`config.mk`:
```
export PLATFORM = sky130hd
export DESIGN_NAME = uart_rx_fifo
export DESIGN_NICKNAME = d
export VERILOG_FILES = /design/src/rtl/uart_rx_fifo.sv
export SDC_FILE = /design/constraint.sdc
export NUM_CORES = 1
export LEC_CHECK = 0
export ABC_CLOCK_PERIOD_IN_PS = 4150
export CAP_MARGIN = 20
export CORE_MARGIN = 5
export CORE_UTILIZATION = 50
export DETAILED_ROUTE_END_ITERATION = 10
export GPL_TIMING_DRIVEN = 0
export HOLD_SLACK_MARGIN = 0.05
export PLACE_DENSITY_LB_ADDON = 0.25
export RECOVER_POWER = 50
export SYNTH_ARGS = -nofsm -noshare
export SYNTH_HDL_FRONTEND = slang
export SYNTH_SLANG_ARGS = --single-unit
```
`constraint.sdc`:
```
create_clock -name clk_i -period 4.15 [get_ports clk_i]
set_input_delay 0.415 -clock clk_i [delete_from_list [all_inputs] [get_ports clk_i]]
set_output_delay 0.415 -clock clk_i [all_outputs]
set_load 0.01 [all_outputs]
```
`src/rtl/uart_rx_fifo.sv`:
```
// UART receiver: 2-flop synchroniser, start/data/parity/stop FSM, show-ahead receive FIFO, sticky errors.
// Optional build macro UART_RX_MAJORITY_EN: each bit is a 2-of-3 vote of rx_s at counter 2, 1 and 0.
module uart_rx_fifo #(
    parameter int DATA_BITS    = 8,
    parameter int CLKS_PER_BIT = 434,
    parameter int PARITY       = 0,
    parameter int FIFO_DEPTH   = 4
) (
    input  logic                          clk_i,
    input  logic                          rst_ni,
    input  logic                          rx_enable,
    input  logic                          rx,
    input  logic                          rd,
    input  logic                          err_clr,
    output logic [DATA_BITS-1:0]          rx_data,
    output logic                          rx_valid,
    output logic [$clog2(FIFO_DEPTH):0]   fifo_level,
    output logic                          busy,
    output logic                          frame_err,
    output logic                          parity_err,
    output logic                          overrun_err
);
    localparam int CNT_W = $clog2(CLKS_PER_BIT);
    localparam int IDX_W = $clog2(DATA_BITS);
    localparam int PTR_W = $clog2(FIFO_DEPTH);
    localparam int LVL_W = PTR_W + 1;

    localparam logic [CNT_W-1:0] HALF_LOAD = CNT_W'(CLKS_PER_BIT / 2 - 1);
    localparam logic [CNT_W-1:0] FULL_LOAD = CNT_W'(CLKS_PER_BIT - 1);
    localparam logic [IDX_W-1:0] LAST_IDX  = IDX_W'(DATA_BITS - 1);
    localparam logic [LVL_W-1:0] FULL_LVL  = LVL_W'(FIFO_DEPTH);

    typedef enum logic [2:0] {
        S_IDLE, S_START, S_DATA, S_PARITY, S_STOP, S_WAIT_HIGH
    } state_t;

    logic rx_meta;
    logic rx_s;

    // NOTE: sequential state uses non-blocking assignments so every flop samples pre-edge values.
    always_ff @(posedge clk_i) begin
        if (!rst_ni) begin
            rx_meta <= 1'b1;
            rx_s    <= 1'b1;
        end else begin
            rx_meta <= rx;
            rx_s    <= rx_meta;
        end
    end

    logic bit_val;
`ifdef UART_RX_MAJORITY_EN
    logic [1:0] rx_hist;  // rx_s one and two cycles ago, i.e. at counter values 1 and 2

    always_ff @(posedge clk_i) begin
        if (!rst_ni) rx_hist <= 2'b11;
        else         rx_hist <= {rx_hist[0], rx_s};
    end

    assign bit_val = (rx_hist[1] & rx_hist[0]) | (rx_hist[1] & rx_s) | (rx_hist[0] & rx_s);
`else
    assign bit_val = rx_s;
`endif

    state_t               state;
    logic [CNT_W-1:0]     cnt;
    logic [IDX_W-1:0]     bit_idx;
    logic [DATA_BITS-1:0] shift;
    logic                 par_bad;
    logic                 tick;
    logic                 exp_par;
    logic                 push;

    assign tick    = (cnt == '0);
    assign exp_par = (PARITY == 1) ? ~^shift : ^shift;
    assign push    = rx_enable && (state == S_STOP) && tick && bit_val && !par_bad;

    always_ff @(posedge clk_i) begin
        if (!rst_ni) begin
            state      <= S_IDLE;
            cnt        <= '0;
            bit_idx    <= '0;
            shift      <= '0;
            par_bad    <= 1'b0;
            busy       <= 1'b0;
            frame_err  <= 1'b0;
            parity_err <= 1'b0;
        end else begin
            // NOTE: the clear is written first so a set later in this block overrides it.
            if (err_clr) begin
                frame_err  <= 1'b0;
                parity_err <= 1'b0;
            end
            if (state != S_IDLE && !rx_enable) begin
                state <= S_IDLE;
                busy  <= 1'b0;
            end else begin
                if (state != S_IDLE && state != S_WAIT_HIGH)
                    cnt <= tick ? FULL_LOAD : cnt - 1'b1;
                case (state)
                    S_IDLE: if (rx_enable && !rx_s) begin
                        cnt     <= HALF_LOAD;
                        bit_idx <= '0;
                        par_bad <= 1'b0;
                        busy    <= 1'b1;
                        state   <= S_START;
                    end
                    S_START: if (tick) begin
                        if (bit_val) begin
                            state <= S_IDLE;
                            busy  <= 1'b0;
                        end else begin
                            state <= S_DATA;
                        end
                    end
                    S_DATA: if (tick) begin
                        shift <= {bit_val, shift[DATA_BITS-1:1]};
                        if (bit_idx == LAST_IDX) begin
                            bit_idx <= '0;
                            state   <= (PARITY != 0) ? S_PARITY : S_STOP;
                        end else begin
                            bit_idx <= bit_idx + 1'b1;
                        end
                    end
                    S_PARITY: if (tick) begin
                        par_bad <= (bit_val != exp_par);
                        state   <= S_STOP;
                    end
                    S_STOP: if (tick) begin
                        if (!bit_val) begin
                            frame_err <= 1'b1;
                            state     <= S_WAIT_HIGH;
                        end else begin
                            if (par_bad) parity_err <= 1'b1;
                            state <= S_IDLE;
                            busy  <= 1'b0;
                        end
                    end
                    S_WAIT_HIGH: if (rx_s) begin
                        state <= S_IDLE;
                        busy  <= 1'b0;
                    end
                    default: begin
                        state <= S_IDLE;
                        busy  <= 1'b0;
                    end
                endcase
            end
        end
    end

    logic [DATA_BITS-1:0] mem [FIFO_DEPTH];
    logic [PTR_W-1:0]     wr_ptr;
    logic [PTR_W-1:0]     rd_ptr;
    logic [LVL_W-1:0]     level;
    logic                 pop;
    logic                 full;
    logic                 wr_en;

    assign rx_valid   = (level != '0);
    assign full       = (level == FULL_LVL);
    assign pop        = rd && rx_valid;
    assign wr_en      = push && (!full || pop);
    assign rx_data    = rx_valid ? mem[rd_ptr] : '0;
    assign fifo_level = level;

    // NOTE: storage is not reset; rx_data is gated by the level so stale words never reach the port.
    always_ff @(posedge clk_i) begin
        if (wr_en) mem[wr_ptr] <= shift;
    end

    always_ff @(posedge clk_i) begin
        if (!rst_ni) begin
            wr_ptr      <= '0;
            rd_ptr      <= '0;
            level       <= '0;
            overrun_err <= 1'b0;
        end else begin
            if (wr_en) wr_ptr <= wr_ptr + 1'b1;
            if (pop)   rd_ptr <= rd_ptr + 1'b1;
            if (wr_en && !pop)      level <= level + 1'b1;
            else if (pop && !wr_en) level <= level - 1'b1;
            if (push && full && !pop) overrun_err <= 1'b1;
            else if (err_clr)         overrun_err <= 1'b0;
        end
    end

endmodule
```
==> results.tsv, run 1 <==
stage	metric	value	unit
global_route	first-pass GRT wire length	10100	µm
route	drt first pass iters	4	
critical_path	CP endpoint kind	flop	
critical_path	CP peak stage delay	910	ps
synth	most frequent cell after synthesis	dfxtp_1	
die	die footprint	8300	µm²
run	Max-Cap Viols	0	
critical_path	Reg2Reg Depth	9	
synth	post-synth cell types	53	
global_route	met3 usage	3.80	%
global_route	met1 Use GR	19.8	%
sta	Hold Vio Cnt, Final	0	
die	Die W	91.1	µm
clocking	setup bufs post-CTS	0	
global_route	pin count of the biggest net entering global routing	14	
sta	Slew @ Worst Pin	1060	ps
global_route	vias in the first global route	2146	
run_status	outcome	complete, no violations	
critical_path	WP depth	9	
hold_path	Hold/Removal Path Class	in -> reg	
critical_path	Reg2Reg Launch Point	state[2]	
critical_path	Req. time, crit path	4430	ps
finish	layout cells sized above 1	12.0	%
synth	Mean Syn Cell Area	11.4	µm²
critical_path	Critical Path Source Type	flop	
sta	RSZ-0062 raised after global routing	false	
synth	Post-Syn Nets	304	
clocking	CTS Hold Bufs	0	
die	number of placement rows	29	
synth	Yosys Warn Count	0	
die	Core ar.	6390	µm²
synth	most frequent cells after synthesis	39 x dfxtp_1, 32 x edfxtp_1, 30 x nand2_1	
global_route	initial antenna violation count	0	
finish	final core occ	59.6	%
synth	Seq/Total Area, Yosys	52.9	%
route	DR DRC count	0	
synth	ys flop type	dfxtp_1	
power	PD cells	567	nW/µm²
sta	Max Fclk	304	MHz
global_route	met2 Usage GRT	24.0	%
critical_path	Top delay family on crit path	simple AND/OR/NAND/NOR gates	
route	WL/cell	14.9	µm
die	io pins	22	
critical_path	Setup CP Type	reg -> reg	
sta	Post-Route Skew	6.12	ps
sta	final setup vio count	0	
critical_path	Critical Path AT	3570	ps
finish	ANT cells	0	
critical_path	top fanout value on the critical path	7	
critical_path	Worst Setup EP	fifo_level[2]	
placement	PortBufs	20	
critical_path	Reg2Reg Setup Slack	860	ps
route	vias per cell	5.51	
clocking	post_cts resized	0	
clocking	CTS Buf Count	9	
power	VDD IR max	0.000351	V
global_route	Total GRT Usage	15.2	%
clocking	clock slew at reported path FFs	80	ps
sta	Slew Limit Fails	0	
clocking	clk_lat worst skew	350	ps
synth	post-synth top area share	29.2	%
critical_path	Critical R2R Capture	fifo_level[2]	
critical_path	CP bufs+invs	1	
placement	DP Wirelength	4160	µm
placement	dpl ws	1300	ps
global_route	grt ovf	0	
sta	setup ws final	860	ps
synth	Synth area leaders	edfxtp_1 29%, dfxtp_1 24%, mux4_2 5.5%, nand2_1 3.4%, ha_1 3.0%	
clocking	clock sinks	71	
synth	Post-synth EDFFs	32	
global_route	layer with the highest usage	met2	
synth	Cell Area, Synth	3290	µm²
route	final WL	5970	µm
clocking	Max Root-Sink Buffers	2	
sta	hold_ws	387	ps
die	die height	91.1	µm
sta	Fin Setup TNS	0	ps
synth	Synth async-reset ratio	0	%
clocking	H-tree lvl count	3	
sta	relative slew slack	28.9	%
critical_path	Critical Path Slowest Stage Cell	nor4_1	
die	Initial Utilization	51.5	%
synth	post-synth top area cell	edfxtp_1	
sta	Final min period	3290	ps
critical_path	CP Cell Sequence	nor3b_1 > nand4_2 > nor4_1 > ha_1 > inv_1 > fa_1 > xor2_1 > or3_1 > a21boi_0	
finish	P&R area growth vs syn	15.7	%
clocking	CTS tree	yes	
placement	GPL Wtd Cong	0.840	
synth	number of synthesized register bits	71	
sta	Tcrit/Tclk final	79.3	%
synth	Mapped Cells	289	
route	vias	2214	
route	Antenna Nets Post-Route	0	
finish	Nets	335	
critical_path	CP startpoint	state[2]	
power	leakage	1.34	nW
route	Iter 0 DRT Violations	84	
clocking	clk root buf	clkbuf_8	
logic make-up (layout without fill, tap and decap cells):
kind of cell	Yosys count	in the layout	synth area share [%]
mux	12	12	6.69
buf+inv	21	57	2.74
simple gates	111	111	19.2
flops	71	71	52.9
compound gates	50	50	10.4
xor+xnor	15	15	4.41
fa+ha+maj	9	9	3.65
power by group:
| part | internal, W | switching, W | leakage, nW |
|---|---|---|---|
| Sequential | 0.000774 | 0.0000534 | 0.603 |
| Combinational | 0.000332 | 0.000330 | 0.620 |
| Clock | 0.000401 | 0.000271 | 0.120 |
| Total | 0.00151 | 0.000654 | 1.34 |
placed cells by master (no fill, tap or decap), types with 2 or more instances in the layout:
cell type / count
clkbuf_1: 11
clkbuf_8: 9
o21a_1: 3
nor2b_1: 5
and2_2: 4
dlygate4sd3_1: 8
o211ai_1: 2
dfxtp_1: 39
nand2_1: 30
nand4_1: 2
mux4_2: 8
or2_2: 2
a211o_1: 2
and2_1: 11
nand2b_1: 8
a211oi_1: 3
nand3_1: 7
a21boi_0: 10
xor2_1: 4
o21ai_0: 7
ha_1: 8
clkdlybuf4s50_1: 12
edfxtp_1: 32
nor2_1: 11
bufinv_16: 3
or3_1: 4
mux2i_1: 4
nor4_1: 4
and3b_1: 2
nor3_1: 9
buf_2: 2
xnor2_1: 10
and2_0: 2
inv_1: 7
a21oi_1: 13
flip-flops by register name (all words and copies together), names as in the netlist, named ones only:
signal / count
par_bad: 1
frame_err: 1
parity_err: 1
cnt: 9
rx_meta: 1
rd_ptr: 2
busy: 1
bit_val: 1
overrun_err: 1
state: 3
mem: 32
shift: 8
bit_idx: 3
fifo_level: 3
wr_ptr: 2
worst reg2reg max path, stage by stage, from the launching register on:
cell and delay [ps]:
dfxtp_1 450, nor3b_1 330, nand4_2 150, nor4_1 910
ha_1 330, inv_1 60, fa_1 370, xor2_1 160
or3_1 300, a21boi_0 160
metrics by stage:
step	std cells	instance area [µm²]	power, W
finish	402	3810	0.00216
global route	402	3810	0.00228
CTS	402	3830	0.00219
detailed placement	386	3590	0.00152
global placement	386	3590	0.00151
floorplan	289	3290	0.00127
worst min path at each step:
stage | startpoint | to | slack [ps] | depth (start not counted)
after floorplan | rx_meta | bit_val | 390 | 1
after global placement | rx_meta | bit_val | 390 | 1
after detailed placement | rx_meta | bit_val | 390 | 1
after CTS | rst_ni | parity_err | 380 | 2
after global routing | rst_ni | parity_err | 390 | 2
final | rst_ni | parity_err | 390 | 2
layer usage:
metal,vias up,routed length (µm)
met5,-,0
met4,0,118
met3,15,210
met2,30,2770
met1,1055,2870
li1,1114,-
layout make-up:
class / count / area (µm²)
buffer: 14 / 62.6
clock buffer: 9 / 124
tap: 77 / 96.3
multi-input combinational: 197 / 1440
clock inverter: 7 / 120
timing repair buffer: 20 / 200
sequential: 71 / 1740
inverter: 7 / 26.3
fill: 523 / 2580
No activity file was read; power rests on OpenSTA's default activity.
==> run 2, diff against run 1 <==
--- a/config.mk
+++ b/config.mk
@@ -5,7 +5,7 @@
 export SDC_FILE = /design/constraint.sdc
 export NUM_CORES = 1
 export LEC_CHECK = 0
-export ABC_CLOCK_PERIOD_IN_PS = 4150
+export ABC_CLOCK_PERIOD_IN_PS = 2850
 export CAP_MARGIN = 20
 export CORE_MARGIN = 5
 export CORE_UTILIZATION = 50
==> constraint.sdc (replaced) <==
create_clock -name clk_i -period 2.85 [get_ports clk_i]
set_input_delay 0.285 -clock clk_i [delete_from_list [all_inputs] [get_ports clk_i]]
set_output_delay 0.285 -clock clk_i [all_outputs]
set_load 0.01 [all_outputs]
==> run 2 against run 1 <==
Design area up 1.0%. Global-route usage unchanged. Fmax up 25%. Combinational power up 42%. Die area unchanged. Worst hold slack worse by 120 ps. Power up 46%. Core utilization up 0.61 points. Sequential power up 49%. Critical path type unchanged.
==> results.tsv, run 2 (synthesis gave the netlist of run 1 again) <==
stage	metric	value	unit	change
finish	Nets	336		+0.30%
sta	Final min period	2630	ps	-659 ps
die	Core ar.	6390	µm²	unchanged
route	DR DRC count	0		unchanged
power	leakage	1.36	nW	+1.3%
finish	number of flip-flops under the largest register name	32		unchanged
clocking	H-tree lvl count	3		unchanged
global_route	met2 Usage GRT	24.0	%	unchanged
critical_path	Critical Path AT	2910	ps	-660 ps
finish	final core occ	60.2	%	+0.61 points
global_route	grt ovf	0		unchanged
sta	final setup vio count	0		unchanged
global_route	layer with the highest usage	met2		
critical_path	CP peak stage delay	450	ps	-460 ps
critical_path	CP Cell Sequence	nor3b_1 > nand4_2 > nor4_4 > ha_1 > inv_1 > fa_1 > xor2_1 > or3_1 > a21boi_0		
clocking	clock slew at reported path FFs	80	ps	about the same
hold_path	Hold/Removal Path Class	in -> reg		
critical_path	top fanout value on the critical path	7		unchanged
route	vias	2219		+0.23%
global_route	met1 Use GR	19.8	%	unchanged
die	Die W	91.1	µm	unchanged
route	vias per cell	5.51		about the same
die	number of placement rows	29		unchanged
global_route	met3 usage	3.80	%	unchanged
critical_path	Critical Path Slowest Stage Cell	dfxtp_1		
finish	most common cell after layout, fill and taps aside	dfxtp_1		
placement	GPL Wtd Cong	0.840		unchanged
placement	Placed Cells	386		unchanged
clocking	clk_lat worst skew	340	ps	about the same
clocking	CTS Hold Bufs	0		unchanged
die	io pins	22		unchanged
route	Antenna Nets Post-Route	0		unchanged
clocking	CTS Buf Count	9		unchanged
finish	most frequent cells in the layout	39 x dfxtp_1, 32 x edfxtp_1, 30 x nand2_1, 13 x a21oi_1, 13 x clkdlybuf4s50_1		
finish	layout cells sized above 1	13.8	%	+1.8 points
critical_path	Setup CP Type	reg -> reg		
finish	fill count	520		-0.57%
route	drt first pass iters	4		unchanged
die	die footprint	8300	µm²	unchanged
run	Max-Cap Viols	0		unchanged
clocking	clk root buf	clkbuf_8		
route	Iter 0 DRT Violations	89		+6.0%
sta	Max Fclk	380	MHz	+25%
critical_path	Top delay family on crit path	simple AND/OR/NAND/NOR gates		
critical_path	Req. time, crit path	3130	ps	-1300 ps
critical_path	CP endpoint kind	flop		
placement	DP Wirelength	4160	µm	unchanged
power	PD cells	818	nW/µm²	+44%
critical_path	Critical Path Source Type	flop		
finish	largest registers	mem: 32 flops, cnt: 9 flops, shift: 8 flops		
finish	ANT cells	0		unchanged
global_route	first-pass GRT wire length	10100	µm	unchanged
finish	Most flops, register	mem		
sta	Slew Limit Fails	0		unchanged
power	VDD IR max	0.000604	V	+72%
sta	hold_ws	263	ps	-124 ps
route	WL/cell	14.8	µm	-0.30%
clocking	clock sinks	71		unchanged
clocking	Max Root-Sink Buffers	2		unchanged
die	die height	91.1	µm	unchanged
placement	PortBufs	20		unchanged
run_status	outcome	complete, no violations		
clocking	CTS tree	yes		
sta	relative slew slack	48.0	%	+19 points
global_route	vias in the first global route	2146		unchanged
sta	Fin Setup TNS	0	ps	unchanged
sta	Post-Route Skew	6.64	ps	+0.519 ps
sta	Slew @ Worst Pin	769	ps	-288 ps
global_route	initial antenna violation count	0		unchanged
route	final WL	5970	µm	about the same
die	Initial Utilization	51.5	%	unchanged
sta	Hold Vio Cnt, Final	0		unchanged
critical_path	CP bufs+invs	1		unchanged
global_route	pin count of the biggest net entering global routing	14		unchanged
global_route	Total GRT Usage	15.2	%	unchanged
sta	Tcrit/Tclk final	92.3	%	+13 points
finish	P&R area growth vs syn	16.9	%	
finish	fin cells	403		+0.25%
critical_path	Reg2Reg Setup Slack	220	ps	-640 ps
## run 2: final timing paths
kind,start,endpoint,cells past startpoint
setup reg to reg,state[2],fifo_level[2],9
setup / recovery,state[2],fifo_level[2],9
hold reg to reg,rx_meta,bit_val,1
hold / removal,rst_ni,parity_err,2
## run 2: worst reg2reg max path: cells and delay by family (launching register included)
kind                     cells  cell delay, ps
AO/OA/AOI/OAI                1             160
XOR/XNOR                     1             160
adder cells (fa/ha/maj)      2             620
buffers and inverters        1              60
flip-flops                   1             450
AND/OR/NAND/NOR              4            1120
## run 2: stage by stage
stage                     setup WS [ps]  area [µm²]  total power (W)
after floorplan                     284        3290          0.00184
after global placement             66.8        3590          0.00220
after detailed placement           49.1        3590          0.00222
after CTS                          13.5        3830          0.00319
after global routing              -3.03        3850          0.00333
final                               219        3850          0.00315
## run 2: layout make-up
cell class,count,area [µm²],share of cell area [%]
sequential,71,1740,45.3
multi-input combinational,197,1460,38.0
timing repair buffer,22,215,5.59
clock buffer,9,124,3.22
clock inverter,7,120,3.12
tap,77,96.3,2.50
buffer,13,60.1,1.56
inverter,7,26.3,0.683
## run 2: timing repair
item / in CTS / in global routing
endpoints found under the setup margin: 0 / 7
resized for setup: 0 / 1
buffers inserted: 0 / 2
## run 2: power breakdown
group          switching, W  leakage, nW  internal, W  total, W
clock network      0.000388        0.120     0.000584  0.000972
logic              0.000455        0.638     0.000485  0.000940
registers          0.000107        0.603      0.00113   0.00123
## run 2: layer usage
layer  routed length [µm]  vias to the layer above
met5                    0                        -
met4                  112                        0
met3                  179                       11
met2                 2810                       27
met1                 2870                     1062
li1                     -                     1119
